[src/rtl/load_store_unit.sv]
`default_nettype none
// ============================================================================
// Module   : load_store_unit
// Brief    : Multi-cycle data-memory access engine. Runs one valid/ready bus
//            transaction per load/store and stalls the core until it commits.
// Revision : 1.0 - initial release
// ============================================================================
module load_store_unit #(
    parameter int TIMEOUT_CYCLES = 255
) (
    input  logic        clk,
    input  logic        rst,
    input  logic        mem_read,
    input  logic        mem_write,
    input  logic [2:0]  func3,
    input  logic [31:0] addr,
    input  logic [31:0] store_data,
    output logic        stall,
    output logic [31:0] load_data,
    output logic        load_valid,
    output logic        misaligned,
    output logic        bus_error,
    output logic        bus_req_valid,
    input  logic        bus_req_ready,
    output logic        bus_req_we,
    output logic [31:0] bus_req_addr,
    output logic [31:0] bus_req_wdata,
    output logic [3:0]  bus_req_strb,
    input  logic        bus_rsp_valid,
    input  logic [31:0] bus_rsp_rdata,
    input  logic        bus_rsp_err
);

    localparam int c_cnt_w = $clog2(TIMEOUT_CYCLES + 1);
    localparam logic [c_cnt_w-1:0] c_cnt_last = c_cnt_w'(TIMEOUT_CYCLES - 1);

    localparam logic [1:0] c_st_idle = 2'd0;
    localparam logic [1:0] c_st_req  = 2'd1;
    localparam logic [1:0] c_st_rsp  = 2'd2;
    localparam logic [1:0] c_st_done = 2'd3;

    logic [1:0]         r_state;
    logic [c_cnt_w-1:0] r_cnt;
    logic [31:0]        r_addr;
    logic [2:0]         r_func3;
    logic               r_we;
    logic               r_err;
    logic [31:0]        r_wdata;
    logic [3:0]         r_strb;
    logic [31:0]        r_load_data;

    logic        w_idle;
    logic        w_access;
    logic        w_legal;
    logic        w_aligned;
    logic        w_launch;
    logic        w_timeout;
    logic [3:0]  w_strb;
    logic [31:0] w_wdata;
    logic [7:0]  w_byte;
    logic [15:0] w_half;
    logic [31:0] w_ext;

    assign w_idle   = (r_state == c_st_idle);
    assign w_access = mem_read | mem_write;

    // Unsigned-load encodings are only meaningful for reads.
    always_comb begin
        w_legal = 1'b0;
        case (func3)
            3'b000, 3'b001, 3'b010: w_legal = 1'b1;
            3'b100, 3'b101:         w_legal = ~mem_write;
            default:                w_legal = 1'b0;
        endcase
    end

    always_comb begin
        w_aligned = 1'b1;
        case (func3[1:0])
            2'b01:   w_aligned = ~addr[0];
            2'b10:   w_aligned = (addr[1:0] == 2'b00);
            default: w_aligned = 1'b1;
        endcase
    end

    assign w_launch  = w_idle & w_access & w_legal & w_aligned;
    assign w_timeout = (r_cnt >= c_cnt_last);

    always_comb begin
        w_strb  = 4'b1111;
        w_wdata = store_data;
        case (func3[1:0])
            2'b00: begin
                w_strb  = 4'b0001 << addr[1:0];
                w_wdata = {4{store_data[7:0]}};
            end
            2'b01: begin
                w_strb  = 4'b0011 << addr[1:0];
                w_wdata = {2{store_data[15:0]}};
            end
            default: begin
                w_strb  = 4'b1111;
                w_wdata = store_data;
            end
        endcase
        if (!mem_write) begin
            w_strb = 4'b0000;
        end
    end

    always_comb begin
        w_byte = bus_rsp_rdata[7:0];
        case (r_addr[1:0])
            2'd0: w_byte = bus_rsp_rdata[7:0];
            2'd1: w_byte = bus_rsp_rdata[15:8];
            2'd2: w_byte = bus_rsp_rdata[23:16];
            2'd3: w_byte = bus_rsp_rdata[31:24];
            default: w_byte = bus_rsp_rdata[7:0];
        endcase
        w_half = r_addr[1] ? bus_rsp_rdata[31:16] : bus_rsp_rdata[15:0];
        case (r_func3)
            3'b000:  w_ext = {{24{w_byte[7]}}, w_byte};
            3'b100:  w_ext = {24'h000000, w_byte};
            3'b001:  w_ext = {{16{w_half[15]}}, w_half};
            3'b101:  w_ext = {16'h0000, w_half};
            default: w_ext = bus_rsp_rdata;
        endcase
    end

    always_ff @(posedge clk) begin
        if (rst) begin
            r_state     <= c_st_idle;
            r_cnt       <= '0;
            r_addr      <= 32'h0;
            r_func3     <= 3'b000;
            r_we        <= 1'b0;
            r_err       <= 1'b0;
            r_wdata     <= 32'h0;
            r_strb      <= 4'b0000;
            r_load_data <= 32'h0;
        end else begin
            case (r_state)
                c_st_idle: begin
                    if (w_launch) begin
                        r_addr  <= addr;
                        r_func3 <= func3;
                        r_we    <= mem_write;
                        r_wdata <= w_wdata;
                        r_strb  <= w_strb;
                        r_err   <= 1'b0;
                        r_cnt   <= '0;
                        r_state <= c_st_req;
                    end
                end
                c_st_req: begin
                    r_cnt <= r_cnt + 1'b1;
                    // An accepted request always proceeds; the RSP check
                    // still enforces the overall cycle budget.
                    if (bus_req_ready) begin
                        r_state <= c_st_rsp;
                    end else if (w_timeout) begin
                        r_err   <= 1'b1;
                        r_state <= c_st_done;
                        if (!r_we) begin
                            r_load_data <= 32'h0;
                        end
                    end
                end
                c_st_rsp: begin
                    r_cnt <= r_cnt + 1'b1;
                    if (bus_rsp_valid) begin
                        r_err   <= bus_rsp_err;
                        r_state <= c_st_done;
                        if (!r_we) begin
                            r_load_data <= bus_rsp_err ? 32'h0 : w_ext;
                        end
                    end else if (w_timeout) begin
                        r_err   <= 1'b1;
                        r_state <= c_st_done;
                        if (!r_we) begin
                            r_load_data <= 32'h0;
                        end
                    end
                end
                c_st_done: r_state <= c_st_idle;
                default:   r_state <= c_st_idle;
            endcase
        end
    end

    assign stall         = w_launch | (r_state == c_st_req) | (r_state == c_st_rsp);
    assign misaligned    = w_idle & w_access & w_legal & ~w_aligned;
    assign bus_error     = (w_idle & w_access & ~w_legal) | ((r_state == c_st_done) & r_err);
    assign load_valid    = (r_state == c_st_done) & ~r_we & ~r_err;
    assign load_data     = r_load_data;
    assign bus_req_valid = (r_state == c_st_req);
    assign bus_req_we    = r_we;
    assign bus_req_addr  = {r_addr[31:2], 2'b00};
    assign bus_req_wdata = r_wdata;
    assign bus_req_strb  = r_strb;

endmodule
`default_nettype wire

[config.mk]
export PLATFORM = sky130hd
export DESIGN_NAME = load_store_unit
export DESIGN_NICKNAME = d
export VERILOG_FILES = /design/src/rtl/load_store_unit.sv
export SDC_FILE = /design/constraint.sdc
export NUM_CORES = 1
export LEC_CHECK = 0
export BUFFER_PORTS_ARGS = -buffer_cell sky130_fd_sc_hd__buf_2
export CAP_MARGIN = 20
export CORE_UTILIZATION = 53
export CTS_CLUSTER_DIAMETER = 50
export CTS_CLUSTER_SIZE = 30
export DETAILED_ROUTE_END_ITERATION = 8
export GPL_TIMING_DRIVEN = 0
export PLACE_DENSITY = 0.86
export SLEW_MARGIN = 30
export SYNTH_ARGS = -nofsm -noshare
export SYNTH_HDL_FRONTEND = slang
export SYNTH_SLANG_ARGS = --single-unit
[constraint.sdc]
create_clock -name clk -period 6.63 [get_ports clk]
set_clock_uncertainty 0.15 [all_clocks]
set_input_delay 0.9945 -clock clk [delete_from_list [all_inputs] [get_ports clk]]
set_output_delay 0.9945 -clock clk [all_outputs]
set_load 0.02 [all_outputs]
Word level (Yosys, flattened, before mapping). Index checks and enable logic that the tools add are counted.

Flip-flop bits (word level): 115. Bits of input ports: 106. Word-level logic and storage cells: 92.

Add/subtract/negate cells: 1. $lt $le $gt $ge: 1. Eq/ne operators: 18. Shift operators: 2. Muxes and demuxes: 27. Bitwise operators: 18. Reductions and logical operators: 16.

Operators by type and width (count): $mux W32 (6); $pmux W32 S2 (2); $pmux W32 S4 (1); $pmux W8 S4 (1); $mux W16 (1); $pmux W8 S2 (1); $eq A3 B3 Y1 const B (4); $eq A2 B2 Y1 const B (5); $add A8 B1 Y8 const B (1); $and A1 B1 Y1 (8); $ge A8 B8 Y1 const B (1); $logic_not A2 Y1 (4); $mux W2 (4); $mux W8 (1); $pmux W2 S4 (1); $pmux W4 S2 (1); $eq A2 B1 Y1 const B (3); $eq A3 B1 Y1 const B (2); $logic_not A3 Y1 (2); $not A1 Y1 (6); $reduce_and A3 Y1 (2); $mux W1 (4); $mux W4 (1); $or A1 B1 Y1 (4); 13 further kinds (17).

Depth between registers and ports, before layout. Gate-level depths: netlist of the first run.

Depth in word-level cells: 7. Depth in mapped cells: 11.

Least setup slack after synthesis of the first run. No wires, ideal clock.

Path kind: input to output. Start: input func3[1]. End: output stall. Data arrival time: 2.832 ns. Slack: 2.653 ns. Stages: 9. Cell sequence: clkbuf_1 inv_1 ha_1 buf_2 nor3_1 a211oi_2 nand2_1 clkbuf_1 nand2b_1.

Cells in the longest elaborated chain, start to end: 7. Elaborated cells on any way between the ends: 15. Classes of those cells: 6 x eq/ne; 2 x mux; 4 x bitwise; 3 x reduce/logical.

RTL lines: start: declaration (line 15) `input logic [2:0] func3,`; $eq A3 B1 Y1 (tied with other cells) (line 70) `case (func3)`; $reduce_or A3 Y1 / $reduce_or A2 Y1 (equally long branches) (line 70); $pmux W1 S2 (line 70); $and A1 B1 Y1 (line 86) `assign w_launch = w_idle & w_access & w_legal & w_aligned;`; $and A1 B1 Y1 (*) (line 86); $or A1 B1 Y1 (*) (2 in a row) (line 191) `assign stall = w_launch | (r_state == c_st_req) | (r_state == c_st_rsp);`; end: declaration (line 18) `output logic stall,`.

Every way passes the cells marked *; elsewhere a longest branch is shown, timed or not.

Worst setup path after layout of the first run. Ends and elaborated chain as after synthesis.

==> results.py, run 1 <==
metrics = {
    "grt": {
        "grt_pass1_vias": 5543,
        "grt.total_usage_pct": 31.7,
        "grt_max_degree": 17,
        "grt_overflow_total": 0,
        "antenna_found_initial": 0,
        "grt_pass1_wl_mm": 27.1,
    },
    "logic_synthesis": {
        "yosysTopAreaCellShare_pct": 42.1,
        "async_flop_share_pct": 0,
        "synth.cell_area_mm2": 0.00547,
        "synth_cell_types": 57,
        "ys_top_cells_by_area": "dfxtp_1, nand2_1, a21oi_1, a22o_1, buf_4",
        "ys.warnings.count": 0,
        "yosysSeqAreaShare_pct": 42.1,
        "yosys.area.top_type": "dfxtp_1",
        "synth_seq_cells": 115,
        "syn-mean-instance-area_um2": 8.47,
        "syn-instance-count": 646,
        "synth_common_cells": "dfxtp_1, nand2_1, a21oi_1, buf_4, nor2_1",
        "synth_edf_count": 0,
        "synth_most_common_cell": "dfxtp_1",
        "synth_ff_type": "dfxtp_1",
    },
    "route": {
        "routed_via_density": 5.67,
        "drt_wl_total_mm": 16.7,
        "ant_nets": 0,
        "wl_per_cell_um": 16.4,
        "dr.pass1.iters": 7,
        "num_vias": 5782,
        "drc": 0,
        "drtIter0Drc": 371,
    },
    "floorplanning": {
        "io_pins": 212,
        "start_util_pct": 55.2,
        "num_rows": 36,
        "die_y_um": 104,
        "dieArea_mm2": 0.0107,
        "core_mm2": 0.00991,
        "fp.dieW_um": 104,
    },
    "finish": {
        "post-route-util_pct": 74.0,
        "drive_above_1_share_pct": 33.9,
        "fillCellCount": 770,
        "nNetsFinal": 992,
        "area_growth_pct": 34.1,
        "diodes": 0,
    },
    "cts": {
        "cts_tree": "built",
        "cts-root-buf": "clkbuf_8",
        "ctsHtreeMaxLevel": 4,
        "cts_resized": 0,
        "clk_pin_slew_worst_paths_ps": 60,
        "clock_sinks": 115,
        "cts_buffers": 17,
        "cts_max_path_buffers": 2,
        "cts_hold_buffers": 0,
        "clock_latency_ps": 520,
        "post_cts_buffers": 0,
    },
    "run": {
        "maxCapViolCount": 0,
    },
    "placed_design": {
        "hpwlAfterDp_mm": 12.5,
        "gp_congestion": 0.918,
        "numPortBuffers": 208,
    },
    "critical_path": {
        "critPathCaptureType": "output port",
        "critical_path_required_ps": 5490,
        "cp_common_cell": "buf_2",
        "critPathKind": "in2out",
        "cp_slowest_cell": "clkbuf_1",
        "cp_slowest_stage_delay_ps": 570,
        "worstSetupStartpointType": "input pin",
        "crit_fanout": 10,
        "crit_arrival_ps": 3800,
        "path_cells": "buf_2 > clkbuf_1 > inv_1 > ha_1 > buf_2 > nor3_1 > a211oi_2 > nand2_1 > clkbuf_1 > nand2b_1 > buf_2",
    },
    "sta": {
        "setup_viol": 0,
        "period_needed_ps": 4940,
        "final-hold-violation-count": 0,
        "slew_violations": 0,
        "relSlewSlack_pct": 49.4,
        "rsz0062_at_grt": "no",
        "whs_ps": 301,
        "finalSetupTns_ps": 0,
        "fin_crit_sh_pct": 74.5,
        "tightestPinTransition_ps": 759,
        "fmaxAchievable_ghz": 0.202,
    },
    "pwr": {
        "p_per_area_mw_per_mm2": 300,
        "ir_drop_v": 0.000184,
        "p_leak_nw": 3.27,
    },
    "outcome": {
        "status": "completed",
    },
    "min_path": {
        "hold_path_class": "reg2reg",
    },
}
worst paths after layout:
check                          to  depth (start not counted)            start  slack [ps]
setup / recovery            stall                         11         func3[1]        1690
hold / removal    bus_req_strb[1]                          2  bus_req_strb[1]         300
setup reg to reg    load_data[21]                          8       r_state[1]        3920
hold reg to reg   bus_req_strb[1]                          2  bus_req_strb[1]         300
power by group:
group | switching (W) | internal, W | leakage (nW) | total [W]
clock | 0.000314 | 0.000704 | 0.319 | 0.00102
sequential | 0.0000259 | 0.000734 | 0.933 | 0.000760
combinational | 0.000264 | 0.000158 | 2.01 | 0.000422
total | 0.000604 | 0.00160 | 3.27 | 0.00220
flip-flops by register name (all words and copies together), names as in the netlist:
register,count
r_addr,32
bus_req_we,1
bus_req_wdata,32
r_cnt,8
bus_req_strb,4
r_state,2
r_func3,3
load_data,32
r_err,1
cells in the final DEF (no fill, tap or decap), types with 16 or more instances in the layout:
cell type / instances
a21oi_1: 70
nor2_1: 35
a211oi_1: 26
buf_4: 36
dfxtp_1: 115
clkbuf_1: 25
buf_2: 222
clkbuf_16: 16
nand2_1: 113
mux2i_1: 16
a22o_1: 32
nand2b_1: 20
worst max-delay path: cells and delay by family:
kind | cells | cell delay [ps]
buffers and inverters | 6 | 1670
and+or+nand+nor | 3 | 770
adders and majority gates | 1 | 220
AOI/OAI and AO/OA | 1 | 150
stage by stage:
step,cells,cell area [um2],total power (W),setup WS [ps]
detailed placement,988,6680,0.00119,1720
CTS,1020,7340,0.00220,1720
global placement,988,6680,0.00117,1890
global route,1020,7340,0.00228,1530
finish,1020,7340,0.00220,1690
floorplan,647,5470,0.00104,2650
final cells by class:
cell class	count	area [um2]	share of cell area, %
Inverter	12	45.0	0.614
Buffer	74	430	5.87
Timing Repair Buffer	208	1040	14.2
Clock inverter	10	203	2.76
Clock buffer	22	453	6.17
Multi-Input combinational cell	446	2700	36.7
Tap cell	133	166	2.27
Sequential cell	115	2300	31.4
kinds of logic after synthesis:
group	after synthesis	synth area share (%)
multiplexers	18	3.34
XOR/XNOR	3	0.481
adder cells (fa/ha/maj)	12	2.75
other	1	0.0686
AO/OA/AOI/OAI	195	24.8
buffers and inverters	86	8.69
AND/OR/NAND/NOR	216	17.8
flip-flops	115	42.1
routing by layer:
| layer | vias to the layer above | GRT usage (%) | part of all wire, % |
|---|---|---|---|
| met2 | 305 | 53.7 | 49 |
| met1 | 2689 | 37.4 | 40 |
| met5 | - | 0 | 0 |
| met3 | 55 | 8.31 | 7.7 |
| li1 | 2733 | - | - |
| met4 | 0 | 14.6 | 3.7 |
No activity file was read; power rests on OpenSTA's default activity.
==> run 2, diff against run 1 <==
- ABC_AREA: unset -> 1
- CORE_UTILIZATION: 53 -> 45
- PLACE_DENSITY: 0.86 -> 0.77
- clock period: 6.63 -> 4.4 ns (I/O delays scaled with it)
==> run 2 against run 1 <==
Net effect: die area is 25% higher; combinational power is 73% higher; core utilization is 13 points lower; sequential cell count stayed put; routed wire length is 0.71% higher; cell count is 20% higher; synthesized cell count is 26% higher; largest cell class unchanged.
==> results.py, run 2 <==
metrics = {
    "logic_synthesis": {
        "synthMuxAreaShare_pct": 0,
        "yosysSeqAreaShare_pct": 39.4,
        "syn-instance-count": 811,
        "synth.cell_area_mm2": 0.00585,
        "synth_cell_types": 39,
        "synth_common_cells": "nand2_1, dfxtp_1, nor2_1, o21ai_0, a21oi_1",
        "ys_top_cells_by_area": "dfxtp_1, nand2_1, o21ai_0, a21oi_1, nor2_1",
        "synth_most_common_cell": "nand2_1",
        "yosys.area.top_type": "dfxtp_1",
        "synth_seq_cells": 115,
        "synth_simple_gate_area_share_pct": 23.6,
        "synth_compound_area_share_pct": 22.2,
        "async_flop_share_pct": 0,
        "synth_ff_type": "dfxtp_1",
        "synth-xor-area-share_pct": 0.150,
        "yosysTopAreaCellShare_pct": 39.4,
        "ys.warnings.count": 0,
        "synth_fa_ha_area_share_pct": 2.57,
        "synth_top_family_by_area": "simple AND/OR/NAND/NOR gates",
        "syn-mean-instance-area_um2": 7.21,
        "synth_edf_count": 0,
    },
    "cts": {
        "cts-root-buf": "clkbuf_16",
        "cts_resized": 0,
        "clk_pin_slew_worst_paths_ps": 60,
        "cts_tree": "built",
        "cts_hold_buffers": 0,
        "ctsHtreeMaxLevel": 4,
        "cts_buffers": 17,
        "post_cts_buffers": 0,
        "clock_latency_ps": 410,
        "clock_sinks": 115,
        "cts_max_path_buffers": 2,
    },
    "pwr": {
        "ir_drop_v": 0.000299,
        "p_leak_nw": 3.67,
        "p_per_area_mw_per_mm2": 421,
    },
    "route": {
        "drt_wl_total_mm": 16.8,
        "drtIter0Drc": 343,
        "num_vias": 6100,
        "ant_nets": 0,
        "dr.pass1.iters": 5,
        "routed_via_density": 4.98,
        "wl_per_cell_um": 13.8,
        "drc": 0,
    },
    "finish": {
        "drive_above_1_share_pct": 31.1,
        "multi_input_area_mm2": 0.00285,
        "final_cell_mix": "buf_2, nand2_1, dfxtp_1",
        "nNetsFinal": 1157,
        "layout.cells.most_common": "buf_2",
        "area_growth_pct": 31.5,
        "layout.area.seq_mm2": 0.00230,
        "diodes": 0,
        "fillCellCount": 1240,
    },
    "critical_path": {
        "worstSetupStartpointType": "input pin",
        "critPathCaptureType": "output port",
        "path_cells": "buf_2 > inv_1 > ha_1 > nor2_4 > nand2_2 > nand2_4 > nor2_8 > nand2_8 > buf_6 > buf_6 > nand3_1 > buf_2",
        "reg2reg_depth": 8,
        "cp_slowest_stage_delay_ps": 250,
        "crit_arrival_ps": 2260,
        "critical_path_required_ps": 3590,
        "crit_buf_inv": 5,
        "critPathKind": "in2out",
        "cp_num_cells": 12,
        "crit_fanout": 10,
        "cp_top_family": "buffers and inverters",
        "cp_slowest_cell": "ha_1",
    },
    "grt": {
        "grt.total_usage_pct": 25.7,
        "antenna_found_initial": 0,
        "grt_max_degree": 17,
        "grt_pass1_vias": 5600,
        "grt_pass1_wl_mm": 26.8,
        "grt_overflow_total": 0,
    },
    "run": {
        "maxCapViolCount": 0,
    },
    "floorplanning": {
        "start_util_pct": 46.2,
        "core_mm2": 0.0127,
        "io_pins": 212,
        "num_rows": 41,
        "die_y_um": 116,
        "fp.dieW_um": 116,
        "dieArea_mm2": 0.0135,
    },
    "sta": {
        "fin_crit_sh_pct": 69.7,
        "relSlewSlack_pct": 61.9,
        "whs_ps": 311,
        "setup_viol": 0,
        "final-hold-violation-count": 0,
        "slew_violations": 0,
        "finalSetupTns_ps": 0,
        "fmaxAchievable_ghz": 0.326,
        "period_needed_ps": 3070,
        "rsz0062_at_grt": "no",
        "tightestPinTransition_ps": 571,
    },
    "min_path": {
        "holdPathStages": 2,
        "hold_path_class": "reg2reg",
    },
    "placed_design": {
        "gp_congestion": 0.898,
        "numPortBuffers": 208,
        "hpwlAfterDp_mm": 12.8,
    },
    "outcome": {
        "status": "completed",
    },
}
==> run 2: cell types whose count changed after synthesis, sizes merged, moves of 10 or more <==
cell	delta
nor2	+70
mux2i	-16
a211oi	-26
a21oi	+24
nand3	+22
nand2b	-20
inv	+38
o21a	+23
o22ai	-10
o21ai	+95
a22o	-32
nand2	+48
==> run 2: per-stage QoR <==
step	std cells	utilization, %	setup WS [ps]	power [W]	area (um2)
CTS	1224	60.7	1330	0.00325	7690
global placement	1192	56.1	1340	0.00190	7110
global route	1224	60.7	1180	0.00338	7690
detailed placement	1192	56.1	1330	0.00191	7110
finish	1224	60.7	1330	0.00324	7690
floorplan	812	-	1800	0.00168	5850
==> run 2: power by group <==
group	switching [W]	internal [W]	total (W)
registers	0.0000436	0.00112	0.00116
logic	0.000453	0.000276	0.000730
clock network	0.000506	0.000837	0.00134
==> run 2: final cells by class <==
cell class / instances / share of cell area (%)
Multi-Input combinational cell: 569 / 37.0
Sequential cell: 115 / 29.9
Tap cell: 172 / 2.80
Inverter: 50 / 2.60
Buffer: 78 / 6.57
Clock buffer: 21 / 6.25
Clock inverter: 11 / 1.33
Timing Repair Buffer: 208 / 13.5
==> run 2: kinds of logic (layout without fill, tap and decap cells) <==
family | Yosys count | after routing
adders and majority gates | 12 | 12
buffers and inverters | 128 | 368
other | 1 | 2
xor gates and xnor gates | 1 | 1
and+or+nand+nor | 317 | 317
AOI/OAI and AO/OA | 237 | 237
DFF | 115 | 115
==> run 2: routing by layer <==
layer / wire (um) / GRT usage (%) / vias up
li1: - / - / 3082
met1: 7290 / 30.5 / 2776
met2: 7900 / 43.2 / 215
met3: 1320 / 8.42 / 27
met4: 323 / 9.23 / 0
met5: 0 / 0 / -
==> run 2: worst paths after layout <==
path	start	to	slack (ps)
min reg2reg	load_data[15]	load_data[15]	310
max reg2reg	r_state[1]	r_cnt[2]	2240
min	load_data[15]	load_data[15]	310
max	func3[1]	stall	1330
==> run 2: worst register-to-register path, cell delays in order (launching register included) <==
cell	delay, ps
dfxtp_1	460
inv_1	130
ha_1	400
inv_1	100
or2_2	330
nand2_1	100
buf_4	170
nand3_1	90
a21oi_1	160
